===== src/rtl/spi_req_arbiter.sv =====
// spi_req_arbiter: round-robin sharing of one LSB-first SPI master among NUM_REQ requesters.
// Define SPI_ARB_TIMEOUT_EN to abort frames that run longer than TIMEOUT cycles.
module spi_req_arbiter #(
   parameter int NUM_REQ = 4,
   parameter int DATA_W  = 12,
   parameter int TIMEOUT = 1023
) (
   input  logic                      clk,
   input  logic                      rst,
   input  logic [NUM_REQ-1:0]        req,
   input  logic [NUM_REQ*DATA_W-1:0] req_data,
   output logic [NUM_REQ-1:0]        ack,
   output logic [NUM_REQ-1:0]        gnt,
   output logic                      busy,
   output logic                      spi_newd,
   output logic [DATA_W-1:0]         spi_din,
   input  logic                      spi_cs,
   output logic                      err
);
   localparam int IW = $clog2(NUM_REQ);

   typedef enum logic [1:0] {IDLE, LAUNCH, ACTIVE, DONE} state_t;

   state_t              state_q;
   logic [IW-1:0]       ptr_q;
   logic [IW-1:0]       idx_q;
   logic [IW-1:0]       win_d;
   logic [IW-1:0]       cand;
   logic [NUM_REQ-1:0]  gnt_q;
   logic [NUM_REQ-1:0]  ack_q;
   logic [DATA_W-1:0]   word_q;
   logic                newd_q;
   logic                cs_m_q;
   logic                cs_s_q;
   logic                tmo;

   // Walk downward so the candidate closest after ptr_q is written last and wins.
   always_comb begin
      win_d = ptr_q;
      cand  = ptr_q;
      for (int k = NUM_REQ; k >= 1; k--) begin
         cand = IW'((int'(ptr_q) + k) % NUM_REQ);
         if (req[cand])
            win_d = cand;
      end
   end

   always_ff @(posedge clk) begin
      if (rst) begin
         state_q <= IDLE;
         ptr_q   <= IW'(NUM_REQ - 1);
         idx_q   <= '0;
         gnt_q   <= '0;
         ack_q   <= '0;
         word_q  <= '0;
         newd_q  <= 1'b0;
         cs_m_q  <= 1'b1;
         cs_s_q  <= 1'b1;
      end else begin
         cs_m_q <= spi_cs;
         cs_s_q <= cs_m_q;
         ack_q  <= '0;
         if (tmo) begin
            state_q <= IDLE;
            gnt_q   <= '0;
            newd_q  <= 1'b0;
            ptr_q   <= idx_q;
         end else begin
            case (state_q)
               IDLE: begin
                  if (|req) begin
                     state_q <= LAUNCH;
                     idx_q   <= win_d;
                     gnt_q   <= NUM_REQ'(1) << win_d;
                     word_q  <= req_data[win_d*DATA_W +: DATA_W];
                     newd_q  <= 1'b1;
                  end
               end
               LAUNCH: begin
                  if (!cs_s_q) begin
                     state_q <= ACTIVE;
                     newd_q  <= 1'b0;
                  end
               end
               ACTIVE: begin
                  if (cs_s_q) begin
                     state_q <= DONE;
                     ack_q   <= gnt_q;
                  end
               end
               default: begin
                  state_q <= IDLE;
                  gnt_q   <= '0;
                  ptr_q   <= idx_q;
               end
            endcase
         end
      end
   end

`ifdef SPI_ARB_TIMEOUT_EN
   localparam int TW = $clog2(TIMEOUT + 1);

   logic [TW-1:0] timer_q;
   logic          err_q;

   // Timer sits at zero in IDLE, so it restarts from zero at every grant.
   assign tmo = (state_q == LAUNCH || state_q == ACTIVE) && timer_q == TW'(TIMEOUT - 1);

   always_ff @(posedge clk) begin
      if (rst) begin
         timer_q <= '0;
         err_q   <= 1'b0;
      end else begin
         err_q   <= tmo;
         timer_q <= (state_q == IDLE) ? '0 : timer_q + 1'b1;
      end
   end

   assign err = err_q;
`else
   assign tmo = 1'b0;
   assign err = 1'b0;
`endif

   assign gnt      = gnt_q;
   assign ack      = ack_q;
   assign busy     = state_q != IDLE;
   assign spi_newd = newd_q;
   assign spi_din  = word_q;

endmodule


===== config.mk =====
export PLATFORM = sky130hd
export DESIGN_NAME = spi_req_arbiter
export DESIGN_NICKNAME = d
export VERILOG_FILES = /design/src/rtl/spi_req_arbiter.sv
export SDC_FILE = /design/constraint.sdc
export NUM_CORES = 1
export LEC_CHECK = 0
export ABC_AREA = 1
export BUFFER_PORTS_ARGS = -buffer_cell sky130_fd_sc_hd__buf_2
export CAP_MARGIN = 25
export CORE_MARGIN = 5
export CORE_UTILIZATION = 35
export CTS_CLUSTER_SIZE = 30
export DETAILED_ROUTE_END_ITERATION = 8
export SYNTH_ARGS = -nofsm -noshare
export SYNTH_HDL_FRONTEND = slang
export SYNTH_SLANG_ARGS = --single-unit

===== constraint.sdc =====
create_clock -name clk -period 2.4 [get_ports clk]
set_input_delay 0.12 -clock clk [delete_from_list [all_inputs] [get_ports clk]]
set_output_delay 0.12 -clock clk [all_outputs]
set_load 0.005 [all_outputs]

# Word level (Yosys, flattened, before mapping)

Index checks and enable logic that the tools add are counted.

Reduce and logical (&&, ||, !) cells: 11
Equality and inequality tests: 5
Shift operators: 2
Muxes and demuxes: 21
Bitwise gates (word level): 3
Multipliers: 1
$lt $le $gt $ge: 4
$add $sub $neg: 4

Operators with widths:

| operator                                                               | number |
|---|---|
| 48-bit by 7-bit indexed part select with 12-bit output                 | 1 |
| 2-bit 2-to-1 mux                                                       | 7 |
| 2-bit by 3-bit < comparator with 1-bit output (second input constant)  | 4 |
| 1-bit binary-select mux with 2-bit select                              | 4 |
| 4-bit case mux with 2 select lines                                     | 1 |
| 1-bit 2-to-1 mux                                                       | 6 |
| 2-bit != test (second input constant)                                  | 3 |
| 2-bit case mux with 3 select lines                                     | 1 |
| 3-bit AND reduction                                                    | 2 |
| 3-bit OR reduction                                                     | 2 |
| 2-bit by 1-bit adder with 2-bit output (second input constant)         | 2 |
| 2-bit adder (second input constant)                                    | 2 |
| 2-bit by 2-bit multiplier with 4-bit output (second input constant)    | 1 |
| 4-bit 2-to-1 mux                                                       | 1 |
| 2-bit AND reduction                                                    | 2 |
| 2-bit nonzero test                                                     | 2 |
| 4-bit OR reduction                                                     | 1 |
| 1-bit by 2-bit left shift with 4-bit output (first input constant)     | 1 |
| 1-bit inverter                                                         | 3 |
| 2-bit by 1-bit equality test with 1-bit output (second input constant) | 1 |
| 2-bit equality test (second input constant)                            | 1 |
| 2-bit zero test                                                        | 1 |
| 1-bit case mux with 2 select lines                                     | 1 |
| 2-bit OR reduction                                                     | 1 |

Output and inout port bits: 23
Bits in registers: 29
Bits of input ports: 55
Logic and storage cells: 60

# Logic depth before layout (Yosys ltp)

Gate-level depths: netlist of run 1.

Word-level depth: 10
Mapped depth: 16
Mapped depth without buffers: 15

# Least setup slack after synthesis of run 1

Ideal clock, no wire load.

Path type: flip-flop to flip-flop
Start: register state_q[0]
End: register gnt_q[1] (netlist: gnt[1])
Path slack: 0.879 ns
Arrival: 1.451 ns
Required time: 2.330 ns
Buffers on the path: 1
Setup time: 0.070 ns
Clock period less this slack: 1.521 ns
Stages on the path, launching flop included: 10
Cells stage by stage: dfxtp_1 > inv_1 > ha_1 > inv_1 > nor2_1 > clkbuf_1 > nand2_1 > nor2_1 > nand3_1 > a21oi_1

Cells in the longest elaborated chain, start to end: 4
Elaborated cells between the ends (all ways): 8
Classes of those cells: eq/ne (3); mux (1); bitwise (1); reduce/logical (3)

Ends and longest elaborated chain:

| item                                                                                  | RTL line | source |
|---|---|---|
| start: declaration                                                                    | 24       | `state_t state_q;` |
| start signal: assignment                                                              | 50       | `state_q <= IDLE;` |
| start signal: assignment                                                              | 64       | `state_q <= IDLE;` |
| start signal: assignment                                                              | 72       | `state_q <= LAUNCH;` |
| 2-bit equality test or 2-bit by 1-bit equality test with 1-bit output (tied branches) | 69       | `case (state_q)` |
| 2-bit OR reduction (no line)                                                          | --       |  |
| 1-bit inverter (no line)                                                              | --       |  |
| 2-bit AND reduction (no line)                                                         | --       |  |
| end signal: assignment                                                                | 74       | `gnt_q <= NUM_REQ'(1) << win_d;` |
| end: declaration                                                                      | 29       | `logic [NUM_REQ-1:0] gnt_q;` |

Parallel ways exist; a longest one is shown, timed or not.
A chain may end at the register's enable or synchronous reset.

# Worst setup path after layout of run 1

Start: register ptr_q[0]
End: register word_q[5] (netlist: spi_din[5])

Cells in the longest elaborated chain, start to end: 9
Elaborated cells between the ends (all ways): 18
Classes of those cells: add/sub (4); mul (1); shift (1); mux (12)

Ends and longest elaborated chain:

| item                                                     | RTL line | source |
|---|---|---|
| start: declaration                                       | 25       | `logic [IW-1:0] ptr_q;` |
| start signal: assignment                                 | 51       | `ptr_q <= IW'(NUM_REQ - 1);` |
| start signal: assignment                                 | 67       | `ptr_q <= idx_q;` |
| start signal: assignment                                 | 94       | `ptr_q <= idx_q;` |
| 2-bit by 1-bit adder with 2-bit output                   | 42       | `cand = IW'((int'(ptr_q) + k) % NUM_REQ);` |
| 1-bit binary-select mux with 2-bit select                | 43       | `if (req[cand])` |
| 1-bit 2-to-1 mux (not written as such)                   | 43       |  |
| 2-bit 2-to-1 mux (3 in series)                           | 43       |  |
| 2-bit 2-to-1 mux *                                       | 43       |  |
| 2-bit by 2-bit multiplier with 4-bit output *            | 75       | `word_q <= req_data[win_d*DATA_W +: DATA_W];` |
| 48-bit by 7-bit indexed part select with 12-bit output * | 75       |  |
| end signal: assignment                                   | 75       |  |
| end: declaration                                         | 31       | `logic [DATA_W-1:0] word_q;` |

Every way passes the cells marked *; elsewhere a longest branch is shown, timed or not. The select of a mux whose other input is x is not followed.

==> results.tsv, run 1 <==
stage	metric	value	unit
final_layout	nFillCells	640	
routing	met3_length	428	um
floorplanning	fp.dieW	87.4	um
routing	first_iter_violations	78	
routing	drtPass1Iterations	4	
power	peakVddDrop	0.407	mV
synth	synth_fa_ha_area_frac	0.0239	
synth	synth_compound_area_frac	0.0561	
clocking	htreeDepth	2	
worst_setup_path	critPathKind	reg2reg	
global_route	grt.total_usage	0.152	
floorplanning	design.core.area	0.00589	mm^2
final_layout	multi_input_area	0.00116	mm^2
synth	ys_ff_latch	29	
final_layout	final_area	0.00252	mm^2
worst_setup_path	cp-end-kind	register	
timing	clock.fmax	0.497	GHz
routing	m1WireLength	2.46	mm
power	leakagePower	1.47	nW
worst_setup_path	crit_path_max_fanout	24	
placement	gp_congestion	0.834	
clocking	cts_max_path_buffers	2	
routing	wl_met2	2.56	mm
outcome	status	completed	
routing	vias	2178	
synth	synth_cell_types	26	
synth	ys_seq_area_frac	0.277	
clocking	tritoncts	yes	
placement	dp_hpwl	4.11	mm
timing	fin_crit	2010	ps
floorplanning	die_h	87.4	um
final_layout	nets	446	
timing	relSlewSlack	0.652	
hold_path	hold_path_class	in2reg	
timing	tns	0	ps
power	powerDensity	1150	mW/mm^2
clocking	cts_num_sinks	29	
global_route	grt_pass1_vias	2119	
clocking	clk_pin_slew	70	ps
timing	worst_hold_slack	23.6	ps
global_route	grt_overflow	0	
synth	syn-num-nets	378	
synth	synthSimpleGateAreaFrac	0.469	
worst_setup_path	cp.arrival	2190	ps
routing	wl_per_cell	11.8	um
placement	portBuffers	76	
routing	vias_per_cell	4.70	
routing	wl	5.49	mm
worst_setup_path	crit_path_start_kind	register	
final_layout	layout_commonest_cell	buf_2	
synth	postSynthAreaPerCell	6.58	um^2
run	cap_viol_max_count	0	
routing	drc	0	
timing	setup_violations	0	
clocking	post_cts_resized	0	
floorplanning	rows	28	
global_route	grt_max_degree	28	
clocking	numCtsBuffers	5	
timing	fin_crit_sh	0.838	
global_route	grt_pass1_wl	9.43	mm
timing	finalHoldViolCount	0	
timing	worst_slew_pin_slew	517	ps
floorplanning	start_util	0.357	
timing	drv_slew	0	
timing	rsz0062_at_grt	no	
final_layout	layout-drive-gt1-share	0.325	
placement	place_inst	455	
clocking	holdBufCountCts	0	
floorplanning	die_area	0.00764	mm^2
clocking	post_cts_buffers	0	
synth	synth-xor-area-share	0	
floorplanning	io_pins	78	
placement	preCtsSetupSlack	392	ps
worst_setup_path	reg2reg_setup_slack	390	ps
synth	ys_warn_count	0	
timing	fin_ws	389	ps
final_layout	layout_common_cells	buf_2, nand2_1, nand3_1, inv_1	
routing	highest_layer	met4	
final_layout	antenna_cells	0	
synth	synthMuxAreaShare	0	
synth	syn_area	0.00210	mm^2
placement	placed_area	0.00243	mm^2
final_layout	register_area	581	um^2
synth	syn_inst	319	
final_layout	instances_no_fill	463	
clocking	clkLatencyLatePin	280	ps
timing	finClkSkew	4.75	ps
global_route	antenna_found_initial	0	
clocking	root_buffer	clkbuf_8	
final_layout	area_growth	19.9	%
synth	synth_top_family_by_area	simple AND/OR/NAND/NOR gates	
worst_setup_path	required	2580	ps
routing	drtAntennaViolNets	0	
flip-flops by register name, summed over array words and instances, names as in the netlist:
name      count
cs_s_q        1
spi_newd      1
cs_m_q        1
ptr_q         2
idx_q         2
spi_din      12
state_q       2
gnt           4
ack           4
per-layer routing:
| layer | vias up | track usage |
|---|---|---|
| li1 | 1137 | - |
| met5 | - | 0 |
| met3 | 4 | 0.0492 |
| met1 | 971 | 0.189 |
| met2 | 66 | 0.256 |
| met4 | 0 | 0.0307 |
synthesized netlist by cell type:
cell | count | share of area
a31oi_1 | 1 | 0.0030
a21oi_1 | 10 | 0.024
nor4_1 | 1 | 0.0030
dfxtp_1 | 29 | 0.28
buf_4 | 3 | 0.011
o21ai_2 | 1 | 0.0042
a21o_1 | 1 | 0.0036
nand2_1 | 65 | 0.12
o211ai_1 | 2 | 0.0072
nand3_4 | 1 | 0.0083
buf_6 | 9 | 0.048
nand3_1 | 60 | 0.14
conb_1 | 1 | 0.0018
inv_1 | 51 | 0.091
ha_1 | 4 | 0.024
nand2_2 | 11 | 0.033
o21ai_0 | 6 | 0.014
clkbuf_1 | 2 | 0.0036
nand3_2 | 17 | 0.081
or2_2 | 2 | 0.0060
inv_2 | 4 | 0.0072
nand2_4 | 4 | 0.021
nand4_1 | 1 | 0.0030
buf_2 | 2 | 0.0048
nor2_1 | 30 | 0.054
buf_8 | 1 | 0.0072
kinds of logic (layout without fill, tap and decap cells):
kind of cell,Yosys count,in the layout
AO/OA/AOI/OAI,21,21
adder cells (fa/ha/maj),4,4
buffers and inverters,72,141
flip-flops,29,29
other,1,1
AND/OR/NAND/NOR,192,192
power breakdown:
part           total (mW)  internal, mW  switching [mW]
clock               0.389         0.201           0.189
combinational        1.75         0.638            1.11
sequential          0.752         0.656          0.0963
total                2.89          1.49            1.39
critical path, stage by stage, from the launching register on:
cell	delay [ps]
dfxtp_1	320
buf_4	180
nand2_1	90
nand2_2	70
nand2_2	80
nand2_2	60
inv_2	110
nand3_2	430
nand3_1	240
nand2_1	90
nand2_1	60
nand3_1	80
nand2_1	70
inv_1	30
cell type report:
class                   count  area share
inverters                  55      0.0820
clock inverters             2     0.00398
well taps                  75      0.0373
multi-input cells         218       0.460
repair buffers             78       0.157
flip-flops and latches     29       0.231
clock buffers               6      0.0288
stage by stage:
step,power [mW],utilization
3_5_place_dp,2.52,0.413
2_1_floorplan,2.21,-
3_3_place_gp,2.51,0.413
6_report,2.89,0.428
5_1_grt,3.23,0.428
4_1_cts,2.94,0.428
final timing paths:
check                           depth (start not counted)                  start                      end
worst max-delay path                                   13  ptr_q[0]$_SDFFE_PP1N_  spi_din[5]$_SDFFE_PP0P_
worst max register to register                         13  ptr_q[0]$_SDFFE_PP1N_  spi_din[5]$_SDFFE_PP0P_
worst min register to register                          1      cs_m_q$_SDFF_PP1_        cs_s_q$_SDFF_PP1_
worst min-delay path                                    2                 spi_cs        cs_m_q$_SDFF_PP1_
No activity file was read; power rests on OpenSTA's default activity.
==> run 2, diff against run 1 <==
==> constraint.sdc (replaced) <==
create_clock -name clk -period 1.8 [get_ports clk]
set_input_delay 0.09 -clock clk [delete_from_list [all_inputs] [get_ports clk]]
set_output_delay 0.09 -clock clk [all_outputs]
set_load 0.005 [all_outputs]
==> run 2 against run 1 <==
Worst setup slack worse by 260 ps. Cell area is 8.1% higher. Clock skew grew 0.88 ps. Wire length increased by 6.5%. Fmax grew 20%. First-iteration DRC count up 7.7%. Sequential share of layout area fell by 1.6 points. Global-route usage decreased by 0.53 points. Non-clock buffer count rose by 8. Combinational power grew 52%. Critical path type unchanged. Critical endpoint is now spi_din[1]$_SDFFE_PP0P_.
==> results.tsv, run 2 (same netlist as run 1, synthesis figures left out) <==
stage	metric	value	unit	change
outcome	status	completed		unchanged
worst_setup_path	slowest_stage	dfxtp_2		was nand3_2
timing	worst_hold_slack	208	ps	was 23.6 ps
routing	wl_per_cell	12.3	um	was 11.8 um
floorplanning	die_h	87.4	um	unchanged
power	leakagePower	1.55	nW	was 1.47 nW
placement	portBuffers	76		unchanged
routing	vias_per_cell	4.62		was 4.70
floorplanning	fp.dieW	87.4	um	unchanged
routing	first_iter_violations	84		was 78
final_layout	register_area	583	um^2	was 581 um^2
clocking	cts_max_path_buffers	2		unchanged
clocking	numCtsBuffers	5		unchanged
worst_setup_path	critPathKind	reg2reg		unchanged
placement	placed_area	0.00251	mm^2	was 0.00243 mm^2
placement	dp_hpwl	4.11	mm	about the same
timing	fin_crit	1670	ps	was 2010 ps
hold_path	hold_path_class	in2reg		unchanged
global_route	grt_pass1_wl	8.94	mm	was 9.43 mm
worst_setup_path	setup.worst_path.start	ptr_q[0]$_SDFFE_PP1N_		unchanged
worst_setup_path	reg2reg_setup_slack	130	ps	was 390 ps
floorplanning	io_pins	78		unchanged
worst_setup_path	required	1990	ps	was 2580 ps
final_layout	layout_common_cells	buf_2, nand2_1, nand3_1, inv_1, nor2_1		was buf_2, nand2_1, nand3_1, inv_1
timing	clock.fmax	0.599	GHz	was 0.497 GHz
clocking	root_buffer	clkbuf_8		unchanged
timing	finalHoldViolCount	0		unchanged
clocking	clkLatencyLatePin	280	ps	about the same
placement	gp_congestion	0.803		was 0.834
floorplanning	start_util	0.357		unchanged
floorplanning	die_area	0.00764	mm^2	unchanged
clocking	htreeDepth	2		unchanged
routing	drc	0		unchanged
worst_setup_path	crit_path_start_kind	register		unchanged
run	cap_viol_max_count	0		unchanged
clocking	tritoncts	yes		unchanged
worst_setup_path	cp-end-kind	register		unchanged
worst_setup_path	critPathBufInv	2		was 3
final_layout	nets	456		was 446
floorplanning	design.core.area	0.00589	mm^2	unchanged
final_layout	final_area	0.00272	mm^2	was 0.00252 mm^2
global_route	grt_overflow	0		unchanged
final_layout	antenna_cells	0		unchanged
final_layout	area_growth	29.6	%	was 19.9%
final_layout	layout-drive-gt1-share	0.347		was 0.325
timing	finClkSkew	5.62	ps	was 4.75 ps
final_layout	layout_commonest_cell	buf_2		unchanged
worst_setup_path	crit_path_max_fanout	12		was 24
floorplanning	rows	28		unchanged
clocking	cts_num_sinks	29		unchanged
worst_setup_path	r2r_start	ptr_q[0]$_SDFFE_PP1N_		unchanged
worst_setup_path	cp_top_family	simple AND/OR/NAND/NOR gates		unchanged
timing	fin_crit_sh	0.928		was 0.838
global_route	antenna_found_initial	0		unchanged
timing	drv_slew	0		unchanged
global_route	grt_max_degree	29		was 28
routing	wl	5.84	mm	was 5.49 mm
final_layout	multi_input_area	0.00121	mm^2	was 0.00116 mm^2
global_route	grt_pass1_vias	2024		was 2119
worst_setup_path	cp.arrival	1860	ps	was 2190 ps
final_layout	nFillCells	598		was 640
timing	tns	0	ps	unchanged
hold_path	hold_start	req_data[38]		was spi_cs
power	powerDensity	1620	mW/mm^2	was 1150 mW/mm^2
worst_setup_path	crit_top_cell	nand2_1		unchanged
worst_setup_path	slowest_delay	340	ps	was 430 ps
final_layout	largest_reg_flops	12		unchanged
clocking	clk_pin_slew	70	ps	about the same
power	peakVddDrop	0.644	mV	was 0.407 mV
worst_setup_path	cp_cell_sequence	buf_4, o21ai_2, nand2_1, nand2_2, nand2_4, nand2_8, nand2_4, nand3_1, nand2_1, nand2_1, nand3_1, nand2_1, inv_1		was buf_4, nand2_1, nand2_2, nand2_2, nand2_2, inv_2, nand3_2, nand3_1, nand2_1, nand2_1, nand3_1, nand2_1, inv_1
routing	drtPass1Iterations	5		was 4
routing	vias	2183		was 2178
timing	setup_violations	0		unchanged
global_route	grt.total_usage	0.147		was 0.152
timing	rsz0062_at_grt	no		unchanged
routing	drtAntennaViolNets	0		unchanged
==> run 2: repair_timing <==
action / CTS / global route
setup endpoints to repair: 0 / 16
gates resized for setup: 0 / 10
endpoints found under the hold margin: 1 / 0
hold buffers: 1 / 0
buffers inserted: 0 / 1
==> run 2: path summary, 6_finish.rpt <==
path	cells past startpoint	end
hold reg to reg	1	cs_s_q$_SDFF_PP1_
hold / removal	7	spi_din[2]$_SDFFE_PP0P_
setup / recovery	13	spi_din[1]$_SDFFE_PP0P_
setup reg to reg	13	spi_din[1]$_SDFFE_PP0P_
==> run 2: layer usage <==
| layer | vias up | routed length, um | GRT usage |
|---|---|---|---|
| met5 | - | 0 | 0 |
| met4 | 0 | 47 | 0.0377 |
| met3 | 6 | 373 | 0.0454 |
| met2 | 54 | 2700 | 0.236 |
| met1 | 965 | 2720 | 0.190 |
| li1 | 1158 | - | - |
==> run 2: final cells by class <==
type | instances | share of cell area
inverter | 55 | 0.0768
clock buffer | 6 | 0.0304
sequential | 29 | 0.214
tap | 75 | 0.0345
clock inverter | 2 | 0.0138
multi-input combinational | 220 | 0.447
timing repair buffer | 86 | 0.184
==> run 2: power breakdown <==
| group | internal (mW) | switching, mW | total, mW |
|---|---|---|---|
| combinational | 1.04 | 1.62 | 2.66 |
| sequential | 0.877 | 0.140 | 1.02 |
| clock | 0.450 | 0.266 | 0.716 |
==> run 2: worst min-delay path, cell delays in order <==
cell	delay, ps
buf_2	70
nand3_1	60
nand2_1	60
nand2_1	40
nand3_1	60
nand2_1	40
inv_1	40
==> run 2: per-stage QoR <==
stage | utilization | power (mW) | std cells | setup slack, ps
6_report | 0.462 | 4.39 | 473 | 129
3_3_place_gp | 0.426 | 3.51 | 460 | 21.8
3_5_place_dp | 0.426 | 3.51 | 460 | 17.6
5_1_grt | 0.462 | 4.79 | 473 | 9.49
2_1_floorplan | - | 2.95 | 319 | 279
4_1_cts | 0.448 | 4.26 | 469 | 12.6
